File: src/rtl/distributor_pkg.sv
// distributor_pkg: shared types for the sparse column distributor.
// Rev 1.0
`default_nettype none

package distributor_pkg;

  typedef enum logic [2:0] {
    S_IDLE     = 3'd0,
    S_FETCH_P  = 3'd1,
    S_LOAD_P   = 3'd2,
    S_FETCH_VZ = 3'd3,
    S_SEND     = 3'd4,
    S_DONE     = 3'd5
  } state_e;

  localparam int DEF_NUM_PU       = 4;
  localparam int DEF_D_WIDTH      = 16;
  localparam int DEF_W_ADDR_WIDTH = 10;
  localparam int PU_SEL_W         = $clog2(DEF_NUM_PU);

  // Push payload layout for the default configuration.
  typedef struct packed {
    logic [DEF_D_WIDTH-1:0]               weight;
    logic [DEF_D_WIDTH-1:0]               act;
    logic [DEF_W_ADDR_WIDTH-PU_SEL_W-1:0] row;
  } push_t;

endpackage

`default_nettype wire

File: src/rtl/pu_router.sv
// pu_router: one-hot PU push decode, registered payload, per-PU full select.
// Rev 1.0
`default_nettype none

module pu_router #(
  parameter int NUM_PU  = 4,
  parameter int SEL_W   = 2,
  parameter int D_WIDTH = 16,
  parameter int ROW_W   = 8
) (
  input  logic               l_clk,
  input  logic               rst,
  input  logic               push_i,
  input  logic [SEL_W-1:0]   sel_i,
  input  logic [D_WIDTH-1:0] weight_i,
  input  logic [D_WIDTH-1:0] act_i,
  input  logic [ROW_W-1:0]   row_i,
  input  logic [NUM_PU-1:0]  pu_full_i,
  output logic               sel_full_o,
  output logic [NUM_PU-1:0]  pu_valid_o,
  output logic [D_WIDTH-1:0] pu_weight_o,
  output logic [D_WIDTH-1:0] pu_act_o,
  output logic [ROW_W-1:0]   pu_row_o
);

  logic [NUM_PU-1:0]  w_full_hit;
  logic [NUM_PU-1:0]  pu_valid_d;
  logic [NUM_PU-1:0]  pu_valid_q;
  logic [D_WIDTH-1:0] weight_q;
  logic [D_WIDTH-1:0] act_q;
  logic [ROW_W-1:0]   row_q;

  for (genvar i = 0; i < NUM_PU; i++) begin : g_pu
    localparam logic [SEL_W-1:0] IDX = SEL_W'(i);
    assign w_full_hit[i] = (sel_i == IDX) & pu_full_i[i];
    assign pu_valid_d[i] = (sel_i == IDX) & push_i;
  end

  assign sel_full_o = |w_full_hit;

  always_ff @(posedge l_clk or negedge rst) begin
    if (!rst) begin
      pu_valid_q <= '0;
      weight_q   <= '0;
      act_q      <= '0;
      row_q      <= '0;
    end else begin
      pu_valid_q <= pu_valid_d;
      if (push_i) begin
        weight_q <= weight_i;
        act_q    <= act_i;
        row_q    <= row_i;
      end
    end
  end

  assign pu_valid_o  = pu_valid_q;
  assign pu_weight_o = weight_q;
  assign pu_act_o    = act_q;
  assign pu_row_o    = row_q;

endmodule

`default_nettype wire

File: src/rtl/sparse_col_distributor.sv
// sparse_col_distributor: walks one compressed weight column and routes pushes to NUM_PU queues.
// Rev 1.0. Option DISTRIBUTOR_SKIP_ZERO_EN: a zero activation completes without reads or pushes.
`default_nettype none

module sparse_col_distributor
  import distributor_pkg::*;
#(
  parameter int NUM_PU       = 4,
  parameter int D_WIDTH      = 16,
  parameter int A_WIDTH      = 4,
  parameter int W_ADDR_WIDTH = 10,
  parameter int Z_WIDTH      = 4,
  parameter int SEL_W        = $clog2(NUM_PU)
) (
  input  logic                          l_clk,
  input  logic                          rst,
  input  logic                          start_i,
  input  logic [A_WIDTH-1:0]            col_i,
  input  logic [D_WIDTH-1:0]            act_i,
  output logic                          busy_o,
  output logic                          done_o,
  output logic                          err_o,
  output logic [A_WIDTH:0]              p_addr0_o,
  output logic [A_WIDTH:0]              p_addr1_o,
  input  logic [W_ADDR_WIDTH-1:0]       p_data0_i,
  input  logic [W_ADDR_WIDTH-1:0]       p_data1_i,
  output logic [W_ADDR_WIDTH-1:0]       vz_addr_o,
  input  logic [D_WIDTH-1:0]            v_data_i,
  input  logic [Z_WIDTH-1:0]            z_data_i,
  input  logic [NUM_PU-1:0]             pu_full_i,
  output logic [NUM_PU-1:0]             pu_valid_o,
  output logic [D_WIDTH-1:0]            pu_weight_o,
  output logic [D_WIDTH-1:0]            pu_act_o,
  output logic [W_ADDR_WIDTH-SEL_W-1:0] pu_row_o
);

  localparam logic [A_WIDTH:0]        PA_ONE = 1;
  localparam logic [W_ADDR_WIDTH-1:0] W_ONE  = 1;

  state_e                  state_q, state_d;
  logic [A_WIDTH:0]        p_addr0_q, p_addr1_q;
  logic [D_WIDTH-1:0]      act_q;
  logic [W_ADDR_WIDTH-1:0] iter_q, end_q, row_q;
  logic                    err_q;

  logic [W_ADDR_WIDTH-1:0] w_row;
  logic [W_ADDR_WIDTH-1:0] w_iter_inc;
  logic                    w_sel_full;
  logic                    w_push;

  // Row index is the previous row plus the zero-run plus one; wrap is modulo.
  assign w_row      = row_q + W_ADDR_WIDTH'(z_data_i) + W_ONE;
  assign w_iter_inc = iter_q + W_ONE;

  always_ff @(posedge l_clk or negedge rst) begin
    if (!rst) state_q <= S_IDLE;
    else      state_q <= state_d;
  end

  always_comb begin
    state_d = state_q;
    w_push  = 1'b0;
    case (state_q)
      S_IDLE: begin
        if (start_i) begin
`ifdef DISTRIBUTOR_SKIP_ZERO_EN
          if (act_i == '0) state_d = S_DONE;
          else             state_d = S_FETCH_P;
`else
          state_d = S_FETCH_P;
`endif
        end
      end
      S_FETCH_P:  state_d = S_LOAD_P;
      S_LOAD_P:   state_d = (p_data1_i <= p_data0_i) ? S_DONE : S_FETCH_VZ;
      S_FETCH_VZ: state_d = S_SEND;
      S_SEND: begin
        if (!w_sel_full) begin
          w_push  = 1'b1;
          state_d = (w_iter_inc == end_q) ? S_DONE : S_FETCH_VZ;
        end
      end
      S_DONE:     state_d = S_IDLE;
      default:    state_d = S_IDLE;
    endcase
  end

  always_ff @(posedge l_clk or negedge rst) begin
    if (!rst) begin
      p_addr0_q <= '0;
      p_addr1_q <= '0;
      act_q     <= '0;
      iter_q    <= '0;
      end_q     <= '0;
      row_q     <= '1;
      err_q     <= 1'b0;
    end else begin
      if (state_q == S_IDLE && start_i) err_q <= 1'b0;
      if (state_q == S_IDLE && state_d == S_FETCH_P) begin
        p_addr0_q <= {1'b0, col_i};
        p_addr1_q <= {1'b0, col_i} + PA_ONE;
        act_q     <= act_i;
      end
      if (state_q == S_LOAD_P) begin
        iter_q <= p_data0_i;
        end_q  <= p_data1_i;
        row_q  <= '1;
        err_q  <= (p_data1_i < p_data0_i);
      end
      if (w_push) begin
        iter_q <= w_iter_inc;
        row_q  <= w_row;
      end
    end
  end

  // iter_q doubles as the V/Z address so read data stays stable while stalled.
  assign vz_addr_o = iter_q;
  assign p_addr0_o = p_addr0_q;
  assign p_addr1_o = p_addr1_q;
  assign busy_o    = (state_q != S_IDLE);
  assign done_o    = (state_q == S_DONE);
  assign err_o     = (state_q == S_DONE) & err_q;

  pu_router #(
    .NUM_PU  (NUM_PU),
    .SEL_W   (SEL_W),
    .D_WIDTH (D_WIDTH),
    .ROW_W   (W_ADDR_WIDTH-SEL_W)
  ) u_router (
    .l_clk       (l_clk),
    .rst         (rst),
    .push_i      (w_push),
    .sel_i       (w_row[SEL_W-1:0]),
    .weight_i    (v_data_i),
    .act_i       (act_q),
    .row_i       (w_row[W_ADDR_WIDTH-1:SEL_W]),
    .pu_full_i   (pu_full_i),
    .sel_full_o  (w_sel_full),
    .pu_valid_o  (pu_valid_o),
    .pu_weight_o (pu_weight_o),
    .pu_act_o    (pu_act_o),
    .pu_row_o    (pu_row_o)
  );

endmodule

`default_nettype wire

File: config.mk
export PLATFORM = sky130hd
export DESIGN_NAME = sparse_col_distributor
export DESIGN_NICKNAME = d
export VERILOG_FILES = /design/src/rtl/distributor_pkg.sv /design/src/rtl/pu_router.sv /design/src/rtl/sparse_col_distributor.sv
export SDC_FILE = /design/constraint.sdc
export NUM_CORES = 1
export LEC_CHECK = 0
export ABC_AREA = 1
export BUFFER_PORTS_ARGS = -buffer_cell sky130_fd_sc_hd__buf_4
export CORE_MARGIN = 2
export CORE_UTILIZATION = 50
export DETAILED_ROUTE_END_ITERATION = 16
export GPL_TIMING_DRIVEN = 0
export PLACE_DENSITY = 0.77
export SLEW_MARGIN = 20
export SYNTH_ARGS = -nofsm -noshare
export SYNTH_HDL_FRONTEND = slang
export SYNTH_SLANG_ARGS = --single-unit
export TNS_END_PERCENT = 5
File: constraint.sdc
create_clock -name l_clk -period 6.54 [get_ports l_clk]
set_input_delay 0.654 -clock l_clk [delete_from_list [all_inputs] [get_ports l_clk]]
set_output_delay 0.654 -clock l_clk [all_outputs]
set_load 0.01 [all_outputs]
# Word level (Yosys, flattened, before mapping)
# Index checks and enable logic that the tools add are counted.
[word_totals]
elab_cells = 58
input_bits = 67
regBits = 103
output_inout_bits = 67
[classes]
magnitude_cmp = 2
bitwise_logic = 9
n_eq_ne = 10
addsub = 4
n_reduce_logical = 8
n_mux = 13
[ops]
columns = ["cell", "n"]
rows = [
  ["$mux 10", 4],
  ["$add 10x1->10 const B", 2],
  ["$pmux 3 s5", 1],
  ["$mux 3", 4],
  ["$add 10x4->10", 1],
  ["$eq 10x10->1", 1],
  ["$le 10x10->1", 1],
  ["$lt 10x10->1", 1],
  ["$and 1x1->1", 9],
  ["$eq 3x1->1 const B", 2],
  ["$eq 3x2->1 const B", 2],
  ["$eq 3x3->1 const B", 2],
  ["$add 4x1->5 const B", 1],
  ["$eq 2x2->1 const B", 2],
  ["$mux 1", 4],
  ["$reduce_bool 2->1", 2],
  ["$reduce_or 4->1", 1],
  ["$logic_not 3->1", 1],
  ["$reduce_bool 3->1", 1],
  ["$eq 2x1->1 const B", 1],
  ["$logic_and 1x1->1", 2],
  ["$logic_not 2->1", 1],
]

# Logic depth before layout (Yosys ltp)
[depth]
depth_word = 9
ltp_mapped = 15

# Modules after synthesis
# From an unflattened synthesis, not the netlist that was laid out.
[hier_totals]
cells_unflattened = 597
area_unflattened_um2 = 4941.0
[modules_own_cells]
columns = ["module", "n_inst", "area_per_inst_um2", "cells_each"]
rows = [
  ["sparse_col_distributor", 1, 3253.1, 407],
  ["pu_router", 1, 1687.9, 190],
]

# Least setup slack after synthesis
# Ideal clock, no wire load.
[synth_timing]
path_type = "input -> register"
start = "input z_data_i[0]"
end = "register u_router.act_q[3], in the netlist u_router.pu_act_o[3]"
setup_time_ps = 131
setup_slack_ps = 3959
t_arrival_ps = 2450
path_buffers = 2
stages = 14
path_cell_list = "inv_1 -> ha_1 -> fa_1 -> inv_2 -> nand3_1 -> nand2_1 -> nor2_2 -> nand2_2 -> nor2_4 -> inv_2 -> buf_6 -> buf_2 -> nand2_1 -> o21ai_0"
[synth_between]
elab_chain_len = 7
[synth_rtl]
columns = ["element", "line_no", "text"]
rows = [
  ["start: declaration", "sparse_col_distributor.sv:29", "input logic [Z_WIDTH-1:0] z_data_i,"],
  ["$add 10x4->10 (*)", "sparse_col_distributor.sv:52", "assign w_row = row_q + W_ADDR_WIDTH'(z_data_i) + W_ONE;"],
  ["$add 10x1->10 (*)", "sparse_col_distributor.sv:52", ""],
  ["$eq 2x1->1 (tied with other cells)", "pu_router.sv:35", "assign w_full_hit[i] = (sel_i == IDX) & pu_full_i[i];"],
  ["$and 1x1->1", "pu_router.sv:35", ""],
  ["$reduce_or 4->1 (*)", "pu_router.sv:39", "assign sel_full_o = |w_full_hit;"],
  ["$mux 1 (*)", "sparse_col_distributor.sv:78", "if (!w_sel_full) begin"],
  ["$mux 1 (*)", "sparse_col_distributor.sv:63", "case (state_q)"],
  ["end signal: assignment", "pu_router.sv:51", "act_q <= act_i;"],
  ["end: declaration", "pu_router.sv:30", "logic [D_WIDTH-1:0] act_q;"],
]
# Mark *: on every way between the ends. The rest lies on a longest branch, timed or not.
# A chain may end at the register's enable or synchronous reset.

# Worst setup path in the final report
[layout_timing]
start = "register row_q[0]"
end = "register u_router.act_q[12], in the netlist u_router.pu_act_o[12]"
[layout_between]
elab_chain_len = 7
[layout_rtl]
columns = ["element", "line_no", "text"]
rows = [
  ["start: declaration", "sparse_col_distributor.sv:43", "logic [W_ADDR_WIDTH-1:0] iter_q, end_q, row_q;"],
  ["start signal: assignment", "sparse_col_distributor.sv:112", "row_q <= w_row;"],
  ["$add 10x4->10 (*)", "sparse_col_distributor.sv:52", ""],
  ["$add 10x1->10 (*)", "sparse_col_distributor.sv:52", ""],
  ["$eq 2x1->1 (tied with other cells)", "pu_router.sv:35", ""],
  ["$and 1x1->1", "pu_router.sv:35", ""],
  ["$reduce_or 4->1 (*)", "pu_router.sv:39", ""],
  ["$mux 1 (*)", "sparse_col_distributor.sv:78", ""],
  ["$mux 1 (*)", "sparse_col_distributor.sv:63", ""],
]
# Marked as above.

==> impl_metrics.env <==
export IMPL_count_of_endpoints_failing_setup_in_the_final_report=0
export IMPL_fin_crit_sh=0.4258
export IMPL_asyncSetResetFlopFracSynth=1.000
export IMPL_cts_buffer_depth=2
export IMPL_fmax_mhz=359.1
export IMPL_placement_io_buffers=132
export IMPL_slew_headroom=0.3739
export IMPL_register_area_sq_um=2590
export IMPL_synth_compound_area_share=0.1010
export IMPL_post_synth_instance_area_sq_um=4957
export IMPL_h_tree_depth=3
export IMPL_adder_cell_fraction_of_synth_area=0.04442
export IMPL_leakage_nw=3.388
export IMPL_postRouteAntennaNets=0
export IMPL_ctsHoldBuffers=0
export IMPL_design_final_nets=836
export IMPL_synth_top_cells_by_count="sky130_fd_sc_hd__nand2_1 (202), sky130_fd_sc_hd__dfrtp_1 (93), sky130_fd_sc_hd__inv_1 (76)"
export IMPL_grtUsageTotal=0.2480
export IMPL_cts_sinks=103
export IMPL_synth_top_family_by_area="simple AND/OR/NAND/NOR gates"
export IMPL_hpwlAfterDp_um=9321
export IMPL_clk_latency_ns=0.38
export IMPL_numCtsBuffers=9
export IMPL_slew_violations=0
export IMPL_overflow=0
export IMPL_power_ir_vdd_worst_v=0.0002389
export IMPL_final_weighted_congestion_in_routability_driven_placement=0.9934
export IMPL_status="completed"
export IMPL_timing_clock_skew_ns=0.01434
export IMPL_detail_route_wl_per_cell_um=14.19
export IMPL_grt_antenna_before_repair=0
export IMPL_finalWorstSetupSlack_ns=3.755
export IMPL_yosysWarningCount=0
export IMPL_final_hold_viol_count=0
export IMPL_num_vias=4550
export IMPL_grt_pass1_vias=4557
export IMPL_pwr_density_cell_nw_per_um2=465.8
export IMPL_synthXorXnorAreaFrac=0.008834
export IMPL_initial_standard_cell_utilization_of_the_core=0.5119
export IMPL_layout_filler_cells=841
export IMPL_first_pass_grt_wire_length_um=21630
export IMPL_postSynthAreaPerCell_sq_um=8.140
export IMPL_synth_top_cell_by_area="sky130_fd_sc_hd__dfrtp_1"
export IMPL_cts_root_buf="sky130_fd_sc_hd__clkbuf_8"
export IMPL_rsz_0062_raised_after_global_routing="false"
export IMPL_detail_route_first_pass_iterations=4
export IMPL_antenna_diode_count=0
export IMPL_cp_arrival_ns=3.04
export IMPL_placement_rows=36
export IMPL_synthFlopType="sky130_fd_sc_hd__dfrtp_1"
export IMPL_drc_errors=0
export IMPL_tightest_pin_transition_ns=0.9392
export IMPL_pre_cts_ws_ns=3.501
export IMPL_cp_required_ns=6.79
export IMPL_yosys_area_share_simple=0.2398
export IMPL_synth_cell_types=39
export IMPL_min_delay_path_class="input pin to async pin"
export IMPL_synth_largest_type_area_fraction=0.4695
export IMPL_ys_seq_elements=103
export IMPL_number_of_max_cap_violations=0
export IMPL_io_pins=134
export IMPL_clk_transition_reported_paths_ns=0.10
export IMPL_chipWidth_um=103.6
export IMPL_endpoint_kind="flip-flop"
export IMPL_wirelength_um=12620
export IMPL_setup_worst_path_class="flip-flop to flip-flop"
export IMPL_most_repeated_cell_in_the_gate_level_netlist_after_synthesis="sky130_fd_sc_hd__nand2_1"
export IMPL_count_of_flip_flops_with_a_built_in_enable_after_synthesis=0
export IMPL_cts_tree="yes"
export IMPL_syn_inst=609
export IMPL_post_route_cells_drive_above_1_share=0.2354
export IMPL_fp_coreArea_sq_um=9684
export IMPL_largest_net_degree_at_the_start_of_global_routing=104
export IMPL_post_cts_buffers=0
export IMPL_die_y_um=103.6
export IMPL_synth_area_top_cells="sky130_fd_sc_hd__dfrtp_1 (47%), sky130_fd_sc_hd__nand2_1 (15%), sky130_fd_sc_hd__inv_1 (5.8%)"
export IMPL_die_area_sq_um=10730
export IMPL_final_min_clock_period_ns=2.785
export IMPL_multiplexer_fraction_of_the_synthesized_cell_area=0
export IMPL_flow_area_growth_from_synthesis_pct=27.31
export IMPL_critPathMaxFanout=10
export IMPL_tns_ns=0
export IMPL_mappedNetlistNets=693
export IMPL_area_of_combinational_cells_with_multiple_inputs_sq_um=1957
export IMPL_post_drt_via_cell_ratio=5.118
export IMPL_synth_seq_area_share=0.5225
export IMPL_drt_iter0_markers=284
export IMPL_ctsResizeCount=0
export IMPL_cp_start_kind="flip-flop"
metal layers:
layer / part of all wire / global-route usage / vias up
met3: 0.091 / 0.07552 / 21
met1: 0.42 / 0.3207 / 2169
met5: 0 / 0 / -
met4: 0.020 / 0.07819 / 0
li1: - / - / 2204
met2: 0.47 / 0.4030 / 156
logic make-up after synthesis:
group | Yosys count
buffers and inverters | 100
adders and majority gates | 17
AOI/OAI and AO/OA | 89
other | 1
xor gates and xnor gates | 5
and+or+nand+nor | 294
DFF | 103
state kept, by name (all words and copies together), names as in the netlist, 5 cells and up:
name and flops:
p_addr1_o 5, u_router.pu_weight_o 16, u_router.pu_row_o 8, act_q 16, u_router.pu_act_o 16, vz_addr_o 10, end_q 10, row_q 10
worst paths after layout:
check | from | end | slack [ns] | cells after the start
max | row_q[0]$_DFFE_PN1P_ | u_router.pu_act_o[12]$_DFFE_PN0P_ | 3.76 | 14
min in group l_clk | v_data_i[6] | u_router.pu_weight_o[6]$_DFFE_PN0P_ | 0.47 | 3
max in group asynchronous | rst | u_router.pu_row_o[7]$_DFFE_PN0P_ | 5.52 | 1
min | rst | vz_addr_o[3]$_DFFE_PN0P_ | 0.34 | 1
max reg2reg | row_q[0]$_DFFE_PN1P_ | u_router.pu_act_o[12]$_DFFE_PN0P_ | 3.76 | 14
min reg2reg | u_router.pu_weight_o[6]$_DFFE_PN0P_ | u_router.pu_weight_o[6]$_DFFE_PN0P_ | 0.49 | 2
cells in the final DEF, fill, tap and decap left out, types with 3 or more instances in the layout:
cell / instances
sky130_fd_sc_hd__a21oi_1: 10
sky130_fd_sc_hd__nor2_1: 44
sky130_fd_sc_hd__clkbuf_1: 8
sky130_fd_sc_hd__ha_1: 16
sky130_fd_sc_hd__clkbuf_8: 9
sky130_fd_sc_hd__buf_4: 132
sky130_fd_sc_hd__o22ai_1: 6
sky130_fd_sc_hd__nor3_1: 6
sky130_fd_sc_hd__buf_2: 7
sky130_fd_sc_hd__nand2_1: 202
sky130_fd_sc_hd__nand3_1: 29
sky130_fd_sc_hd__dfstp_2: 10
sky130_fd_sc_hd__o21ai_0: 55
sky130_fd_sc_hd__inv_2: 3
sky130_fd_sc_hd__o221ai_1: 3
sky130_fd_sc_hd__o211ai_1: 3
sky130_fd_sc_hd__inv_6: 3
sky130_fd_sc_hd__xor2_1: 3
sky130_fd_sc_hd__dfrtp_1: 93
sky130_fd_sc_hd__a31oi_1: 3
sky130_fd_sc_hd__inv_1: 76
sky130_fd_sc_hd__nand4_1: 3
sky130_fd_sc_hd__or2_2: 3
sky130_fd_sc_hd__buf_6: 4
metrics by stage:
stage / cells / power, mW / hold WS, ns / instance area [sq um] / util
6_report: 889 / 2.940 / 0.3415 / 6311 / 0.6517
5_1_grt: 889 / 3.198 / 0.4518 / 6311 / 0.6517
4_1_cts: 889 / 2.952 / 0.4211 / 6311 / 0.6517
3_5_place_dp: 874 / 2.541 / 0.4628 / 6118 / 0.6318
3_3_place_gp: 874 / 2.484 / 0.4575 / 6115 / 0.6314
2_1_floorplan: 609 / 1.967 / 0.3584 / 4957 / -
critical path: stages, from the launching register on:
cell                      delay (ns)
sky130_fd_sc_hd__dfstp_2        0.52
sky130_fd_sc_hd__inv_1          0.05
sky130_fd_sc_hd__ha_1           0.20
sky130_fd_sc_hd__fa_1           0.62
sky130_fd_sc_hd__inv_2          0.08
sky130_fd_sc_hd__nand3_1        0.08
sky130_fd_sc_hd__nand2_1        0.07
sky130_fd_sc_hd__nor2_2         0.12
sky130_fd_sc_hd__nand2_2        0.09
sky130_fd_sc_hd__nor2_4         0.23
sky130_fd_sc_hd__inv_2          0.08
sky130_fd_sc_hd__buf_6          0.16
sky130_fd_sc_hd__buf_2          0.20
sky130_fd_sc_hd__nand2_1        0.08
sky130_fd_sc_hd__o21ai_0        0.08
layout make-up:
class / count / area share
plain buffers: 19 / 0.01685
clock buffers: 9 / 0.01963
clock inverters: 6 / 0.01090
inverters: 81 / 0.04818
multi-input cells: 406 / 0.3101
flip-flops and latches: 103 / 0.4104
well taps: 133 / 0.02637
repair buffers: 132 / 0.1576
power by group:
group	switching (mW)	leakage (nW)	internal [mW]	total, mW
Sequential	0.185	1.26	0.943	1.13
Clock	0.230	0.0965	0.178	0.408
Combinational	0.822	2.03	0.581	1.40
Total	1.24	3.39	1.70	2.94
No activity file was read; power rests on OpenSTA's default activity.
